## src/rtl/alu_operand_stage.sv

```systemverilog
// -----------------------------------------------------------------------------
// alu_operand_stage
//
// Registered B-operand select for the ALU. One of NSRC packed sources is
// chosen per instruction and latched into the ID/EX-side operand register.
//   source 0     : register file
//   source 1     : immediate field (low IMMW bits, zero- or sign-extended here)
//   source 2     : EX/MEM forward
//   source 3     : MEM/WB forward
//   source 4..   : spare
//
// Ports
//   i_clk       clock, all state changes on the rising edge
//   i_reset     synchronous active-high reset (highest priority)
//   i_valid     incoming instruction is valid this cycle
//   i_stall     hold the stage contents
//   i_flush     kill the stage contents (insert a bubble), beats i_stall
//   i_sel       source index
//   i_src       packed sources, source k at [k*NBITS +: NBITS]
//   i_zero_ext  source 1 only: 1 = zero-extend, 0 = sign-extend
//   o_operand   registered selected operand
//   o_valid     registered valid
//   o_sel_err   registered illegal-select flag (only raised for valid slots)
//   o_src_idx   registered index that produced o_operand
//
// Valid semantics: there is no back-pressure handshake. o_valid qualifies
// o_operand/o_sel_err in the same cycle; a stalled stage re-presents the same
// slot unchanged, and a loaded i_valid=0 is an ordinary empty slot whose
// operand/index bits are don't-care.
// -----------------------------------------------------------------------------
module alu_operand_stage #(
   parameter int NBITS = 32,
   parameter int NSRC  = 4,
   parameter int SELW  = 3,
   parameter int IMMW  = 16
) (
   input  logic                  i_clk,
   input  logic                  i_reset,
   input  logic                  i_valid,
   input  logic                  i_stall,
   input  logic                  i_flush,
   input  logic [SELW-1:0]       i_sel,
   input  logic [NSRC*NBITS-1:0] i_src,
   input  logic                  i_zero_ext,
   output logic [NBITS-1:0]      o_operand,
   output logic                  o_valid,
   output logic                  o_sel_err,
   output logic [SELW-1:0]       o_src_idx
);

   // Elaboration-time parameter sanity checks.
   generate
      if ((1 << SELW) < NSRC) begin : g_bad_selw
         $error("alu_operand_stage: SELW too narrow for NSRC");
      end
      if (IMMW > NBITS) begin : g_bad_immw
         $error("alu_operand_stage: IMMW must not exceed NBITS");
      end
   endgenerate

   // Immediate extension. Only the low IMMW bits of source 1 are meaningful;
   // the upper bits of that slot are deliberately ignored.
   logic [IMMW-1:0]  imm_raw;
   logic [NBITS-1:0] imm_ext;

   assign imm_raw = i_src[NBITS +: IMMW];

   generate
      if (IMMW == NBITS) begin : g_imm_full
         assign imm_ext = imm_raw;
      end else begin : g_imm_ext
         logic fill;
         assign fill    = ~i_zero_ext & imm_raw[IMMW-1];
         assign imm_ext = {{(NBITS-IMMW){fill}}, imm_raw};
      end
   endgenerate

   // Source select. An index with no matching source leaves next_operand at
   // zero and raises next_err.
   logic [NBITS-1:0] next_operand;
   logic             next_err;

   always_comb begin
      next_operand = '0;
      next_err     = 1'b1;
      for (int k = 0; k < NSRC; k++) begin
         if (i_sel == SELW'(k)) begin
            next_err     = 1'b0;
            next_operand = (k == 1) ? imm_ext : i_src[k*NBITS +: NBITS];
         end
      end
   end

   // Priority: reset > flush > stall > load. Reset and flush both empty the
   // stage completely, so they share one branch.
   always_ff @(posedge i_clk) begin
      if (i_reset || i_flush) begin
         o_operand <= '0;
         o_valid   <= 1'b0;
         o_sel_err <= 1'b0;
         o_src_idx <= '0;
      end else if (!i_stall) begin
         o_operand <= next_operand;
         o_valid   <= i_valid;
         o_sel_err <= next_err & i_valid;
         o_src_idx <= i_sel;
      end
   end

endmodule

```

## config.mk

```make
export PLATFORM = sky130hd
export DESIGN_NAME = alu_operand_stage
export DESIGN_NICKNAME = d
export VERILOG_FILES = /design/src/rtl/alu_operand_stage.sv
export SDC_FILE = /design/constraint.sdc
export NUM_CORES = 1
export LEC_CHECK = 0
export ABC_AREA = 1
export CAP_MARGIN = 10
export CORE_AREA = 2 2 67 69
export CTS_BUF_LIST = sky130_fd_sc_hd__clkbuf_16
export CTS_CLUSTER_DIAMETER = 30
export DETAILED_ROUTE_END_ITERATION = 8
export DIE_AREA = 0 0 69 71
export DONT_BUFFER_PORTS = 1
export GPL_ROUTABILITY_DRIVEN = 1
export GPL_TIMING_DRIVEN = 0
export HOLD_SLACK_MARGIN = 0.02
export MAX_ROUTING_LAYER = met4
export PLACE_DENSITY = 0.7
export SYNTH_ARGS = -nofsm -noshare
export SYNTH_HDL_FRONTEND = slang
export SYNTH_SLANG_ARGS = --single-unit
```

## constraint.sdc

```tcl
create_clock -name i_clk -period 1.3 [get_ports i_clk]
set_input_delay 0.39 -clock i_clk [delete_from_list [all_inputs] [get_ports i_clk]]
set_output_delay 0.39 -clock i_clk [all_outputs]
set_load 0.02 [all_outputs]
```

Word-level counts from Yosys, hierarchy flattened:

Index checks and enable logic that the tools add are counted.

* register bits: 37
* input port bits: 137
* output and inout port bits: 37

* eq/ne operators: 3
* muxes and demuxes: 8
* bitwise gates (word level): 3
* reductions and logical operators: 2

Operator list (number)
* $mux 32: 4
* $eq 3x2->1 const B: 2
* $mux 1: 4
* $eq 3x1->1 const B: 1
* $logic_not 3->1: 1
* $and 1x1->1: 2
* $logic_or 1x1->1: 1
* $not 1->1: 1

Longest topological paths before layout:

* depth in word-level cells: 6
* gate-level depth with buffers: 8
* mapped depth without buffers: 6

Worst setup path after synthesis:

Ideal clock, no wire load.

* path kind: in2reg
* start point: input i_flush
* end point: register o_operand[0]
* arrival: 1085 ps
* setup slack: 151 ps
* stages on the path: 4
* cells stage by stage: nor2_1 -> clkbuf_1 -> o21ai_0 -> nor2_1

* cells in the longest elaborated chain, start to end: 1

RTL lines
* start: declaration: RTL line 41 `input logic i_flush,`
* $logic_or 1x1->1: RTL line 97 `if (i_reset || i_flush) begin`
* end signal: assignment: RTL line 103 `o_operand <= next_operand;`
* end: declaration: RTL line 45 `output logic [NBITS-1:0] o_operand,`

Every way passes these cells.
A chain may end at the register's enable or synchronous reset.

Worst setup path in the final report:

* start point: input i_flush
* end point: register o_operand[7]

Same word-level chain as after synthesis.

==> run metrics <==
share of cells above drive strength 1 9.067%; fin util 59.82%; PortBufs 0; Inserted Clock Buffers 5; CP Capture Type register; Top Family by Delay on Critical Path simple AND/OR/NAND/NOR gates; CP Class in -> reg; fin area 2515 um^2; slowest CP cell clkbuf_1; # diodes 0; CP Depth 4; Slew Limit Fails 0; worst setup path end o_operand[7]; Multi-input gate area 1334 um^2; CP max stage delay 0.39 ns; global route overflow 0; DR vias/cell 6.073; first-pass GRT wire length 11.87 mm; Synth Area per Inst 6.150 um^2; Critical path buffers and inverters 1; Final ANT Viol Nets 0; Top Layer Used met4; Worst VDD drop 0.6096 mV; routed length per instance 16.85 um; nets 511; setup TNS 0 ns; worst path cell trace nor2_2 > clkbuf_1 > o21ai_0 > nor2_1; DR WL met2 3.537 mm; Rows 24; met3 routed WL 702 um; Leak 1.063 nW; routed vias 2593; CP Launch Type primary input; core area 4204 um^2; CP max FO 10; worst hold margin 0.2509 ns; Synth Cell Area 2257 um^2; DRT iter0 DRCs 138; clk_lat worst skew 0.27 ns; Yosys Warn Count 0; fillcell total 451; worst setup margin 0.1665 ns; CTS Hold Bufs 0; Synth cell types 16; Cell Area, Placed 2322 um^2; Slew @ Worst Pin 0.4971 ns; post-synthesis sequential area ratio 32.82%; CTS Root Cell clkbuf_16; Post-Layout Cell Count 427; Met1 Wirelength 2.849 mm; clock skew 0 ns; Yosys top cell area share 32.82%; Pwr Total 3.216 mW; CTS sink cnt 37; reg-to-reg critical path endpoint o_operand[26]; fmax 882.2 MHz; area of the die 4899 um^2; Synth area leaders dfxtp_1 33%, nand3_1 32%, nor2_1 11%; crit path launch i_flush; initial antenna violation count 0; initial core utilization 53.69%; I/O pin count 174; sequential cell area 740.7 um^2; placed cells 419; CTS H-tree depth 2; largest net degree at the start of global routing 13; Reg clk slew, reported paths 0.06 ns; pwr dens 1279 nW/um^2; Slew headroom 66.86%; drt first pass iters 5; Final setup viols 0; DRC 0; CTS tree done; gr usage total 30.63%; Period minus WS final 1.133 ns; Die W 69 um; Bufs on Longest Clock Path 2; pre-CTS setup slack -0.2452 ns; max_cap viols 0; flop2flop setup slack 0.50 ns; vias in the first global route 2563; WP data arrival 1.34 ns; DPL Wire Length 5.392 mm; worst min-delay path class in -> reg; Fin. Hold Viols 0; Layout area overhead 11.42%; Required @ worst endpoint 1.51 ns; Final Cycle Share 87.19%; RSZ-0062 raised after global routing false; area leader, netlist dfxtp_1; post-synthesis cell count 367; Reg2Reg Depth 2; register bit total from synthesis 37; synthesized net count 504; status complete, no violations; worst r2r src o_operand[26]; WL final 7.194 mm; DIE HEIGHT 71 um; GP Congestion 0.8620
how the worst min path moves through the flow:
stage,from,end,slack (ns),cells past startpoint
2_1_floorplan,i_stall,o_sel_err,0.53,2
3_3_place_gp,i_stall,o_src_idx[2],0.53,2
3_5_place_dp,i_stall,o_src_idx[2],0.54,2
4_1_cts,i_stall,o_src_idx[2],0.25,2
5_1_grt,i_stall,o_src_idx[2],0.26,2
6_report,i_stall,o_sel_err,0.25,2
placed cells by master, fill, tap and decap left out, drive strengths merged:
master,n
clkbuf,15
clkinv,1
o21ai,34
nand2,37
nand3,146
nor2,69
inv,6
buf,23
a21oi,5
dfxtp,37
bufinv,2
timing repair:
item | CTS | global route
resized for setup | 0 | 2
endpoints found under the hold margin | 0 | 0
buffers inserted | 0 | 0
endpoints found under the setup margin | 0 | 29
flip-flops by register name, indices dropped and copies added, names as in the netlist:
name,cells
o_src_idx,3
o_operand,32
o_sel_err,1
o_valid,1
power breakdown:
group / internal (mW) / total [mW] / leakage (nW) / switching (mW)
combinational: 0.139 / 0.411 / 0.667 / 0.272
sequential: 1.18 / 1.26 / 0.302 / 0.0843
clock: 1.09 / 1.54 / 0.0938 / 0.447
total: 2.41 / 3.22 / 1.06 / 0.804
per-layer routing:
metal  vias to the layer above  global-route usage [%]
met4                         0                   12.64
met1                      1178                   35.60
met5                         -                       -
met3                        12                   8.832
met2                       140                   49.79
li1                       1263                       -
worst register-to-register path, cell delays in order, from the launching register on:
cell	delay [ns]
dfxtp_1	0.46
o21ai_0	0.14
nor2_1	0.14
cell families (layout without fill, tap and decap cells):
family / count (synthesis) / after routing / synth area share [%]
simple gates: 252 / 252 / 50.33
compound gates: 39 / 39 / 8.647
buf+inv: 39 / 47 / 8.204
flops: 37 / 37 / 32.82
final cells by class:
type	count	share of cell area (%)
multi-input combinational	291	53.03
sequential	37	29.45
buffer	33	6.468
clock buffer	5	4.975
clock inverter	3	2.587
tap	52	2.587
inverter	6	0.8955
Yosys cell counts:
cell / instances
a21oi_1: 5
buf_1: 3
buf_2: 16
buf_4: 1
buf_6: 2
clkbuf_1: 11
dfxtp_1: 37
inv_1: 2
inv_2: 4
nand2_1: 37
nand3_1: 145
nand3_2: 1
nor2_1: 68
nor2_2: 1
o21ai_0: 32
o21ai_1: 2
No activity file was read; power rests on OpenSTA's default activity.
==> RTL edit: new RTL, same flow settings <==
Change the parameter `NSRC` from 4 to 3.
--- a/src/rtl/alu_operand_stage.sv
+++ b/src/rtl/alu_operand_stage.sv
@@ -31,5 +31,5 @@
 module alu_operand_stage #(
    parameter int NBITS = 32,
-   parameter int NSRC  = 4,
+   parameter int NSRC  = 3,
    parameter int SELW  = 3,
    parameter int IMMW  = 16
Ports: changed (resized i_src); port bits go from 174 to 142. No check against the original RTL was run, so the function may have changed too.
==> RTL edit against the original RTL <==
- cell area down 12%
- worst hold slack worse by 2.8 ps
- wire length down 19%
- total power down 16%
- fmax up 0.35%
- clock power down 27%
- setup slack better by 3.9 ps
- area after synthesis down 11%
- sequential cell count unchanged
- non-clock buffer count down 8
==> RTL edit: results (changes against the original RTL) <==
[synthesis]
synthesis.instances=315  ; -14%
yosysUniqueCellTypes=17  ; +1
syn_nets=420  ; -17%
synth_compound_area_share_pct=9.447  ; +0.80 points
ys_top_cells_by_area=dfxtp_1 37%, nand3_1 20%, nor2_1 12%
synthArstFlopShare_pct=0  ; unchanged
synth_common_cells=80 x nand3_1, 67 x nor2_1, 57 x nand2_1
synth-seq-area-share_pct=36.79  ; +4.0 points
synth_warnings=0  ; unchanged

[placed_design]
gp_congestion=0.8714  ; +1.1%
placed_cell_area_mm2=0.002078  ; -11%
dp_hpwl_um=4292  ; -20%
numPortBuffers=0  ; unchanged
dp.cells=367  ; -12%
pre_cts_ws_ps=-237.6  ; +7.604 ps

[routing]
wl_per_cell_um=15.60  ; -7.4%
wl_met2_um=2713  ; -23%
drt-initial-drc-count=96  ; -30%
drt_pass1_iterations=4  ; -1
met1Wirelength_um=2462  ; -14%
dr_wl_met3_um=576  ; -18%

[outcome]
status=finished clean

[global_route]
grt_pass1_vias=1969  ; -23%
grt_util_met2_pct=41.45  ; -8.3 points
groute.usage.overall_pct=24.95  ; -5.7 points
grt_max_degree=11  ; -2
grt_first_pass_wirelength_um=9556  ; -19%
met1_usage_pct=28.95  ; -6.7 points
grtUsageMet3_pct=7.835  ; -1.0 points

[hold_path]
hp-start=i_stall
holdPathEnd=o_valid

[worst_setup_path]
crit_fanout=2  ; -8
reg2reg_depth=4  ; +2
r2r_end=o_operand[18]
cp-endpoint=o_operand[18]
critical_path_arrival_ps=740  ; -600 ps
startpoint=o_operand[18]

[cells_and_area]
drive_above_1_share_pct=10.25  ; +1.2 points
nets=427  ; -16%
stdcell_count=374  ; -12%

[timing]
timing.hold.ws_ps=248.1  ; -2.841 ps
maxSlewHeadroom_pct=68.79  ; +1.9 points
max_freq_mhz=885.3  ; +0.35%

[clock_tree]
clk_path_buf_depth=2  ; unchanged
numCtsBuffers=5  ; unchanged

[power]
pwr-share-clk_pct=41.2  ; -6.7 points
p_leak_nw=1.007  ; -5.2%

RTL edit: cell count changes in the layout (fill, tap and decap cells not counted), moves of 2 or more:
| cell | unedited run | this run |
|---|---|---|
| inv_1 | 2 | 4 |
| bufinv_16 | 2 | 0 |
| nand3_1 | 145 | 80 |
| buf_2 | 16 | 11 |
| buf_4 | 1 | 3 |
| nor2_4 | 0 | 2 |
| buf_6 | 2 | 4 |
| buf_1 | 4 | 1 |
| nand2_1 | 37 | 57 |
| clkbuf_1 | 10 | 5 |
| o21ai_1 | 2 | 0 |
RTL edit: cell type report:
type	count	area, um2
Buffer	25	150.1
Clock buffer	5	125.1
Clock inverter	2	7.507
Fill cell	464	1989
Inverter	6	22.52
Multi-Input combinational cell	247	1104
Sequential cell	37	740.7
Tap cell	52	65.06
RTL edit: timing repair:
item	in CTS	in global routing
setup endpoints to repair	0	18
gates resized for setup	0	3
hold endpoints to repair	0	0
hold buffers	0	0
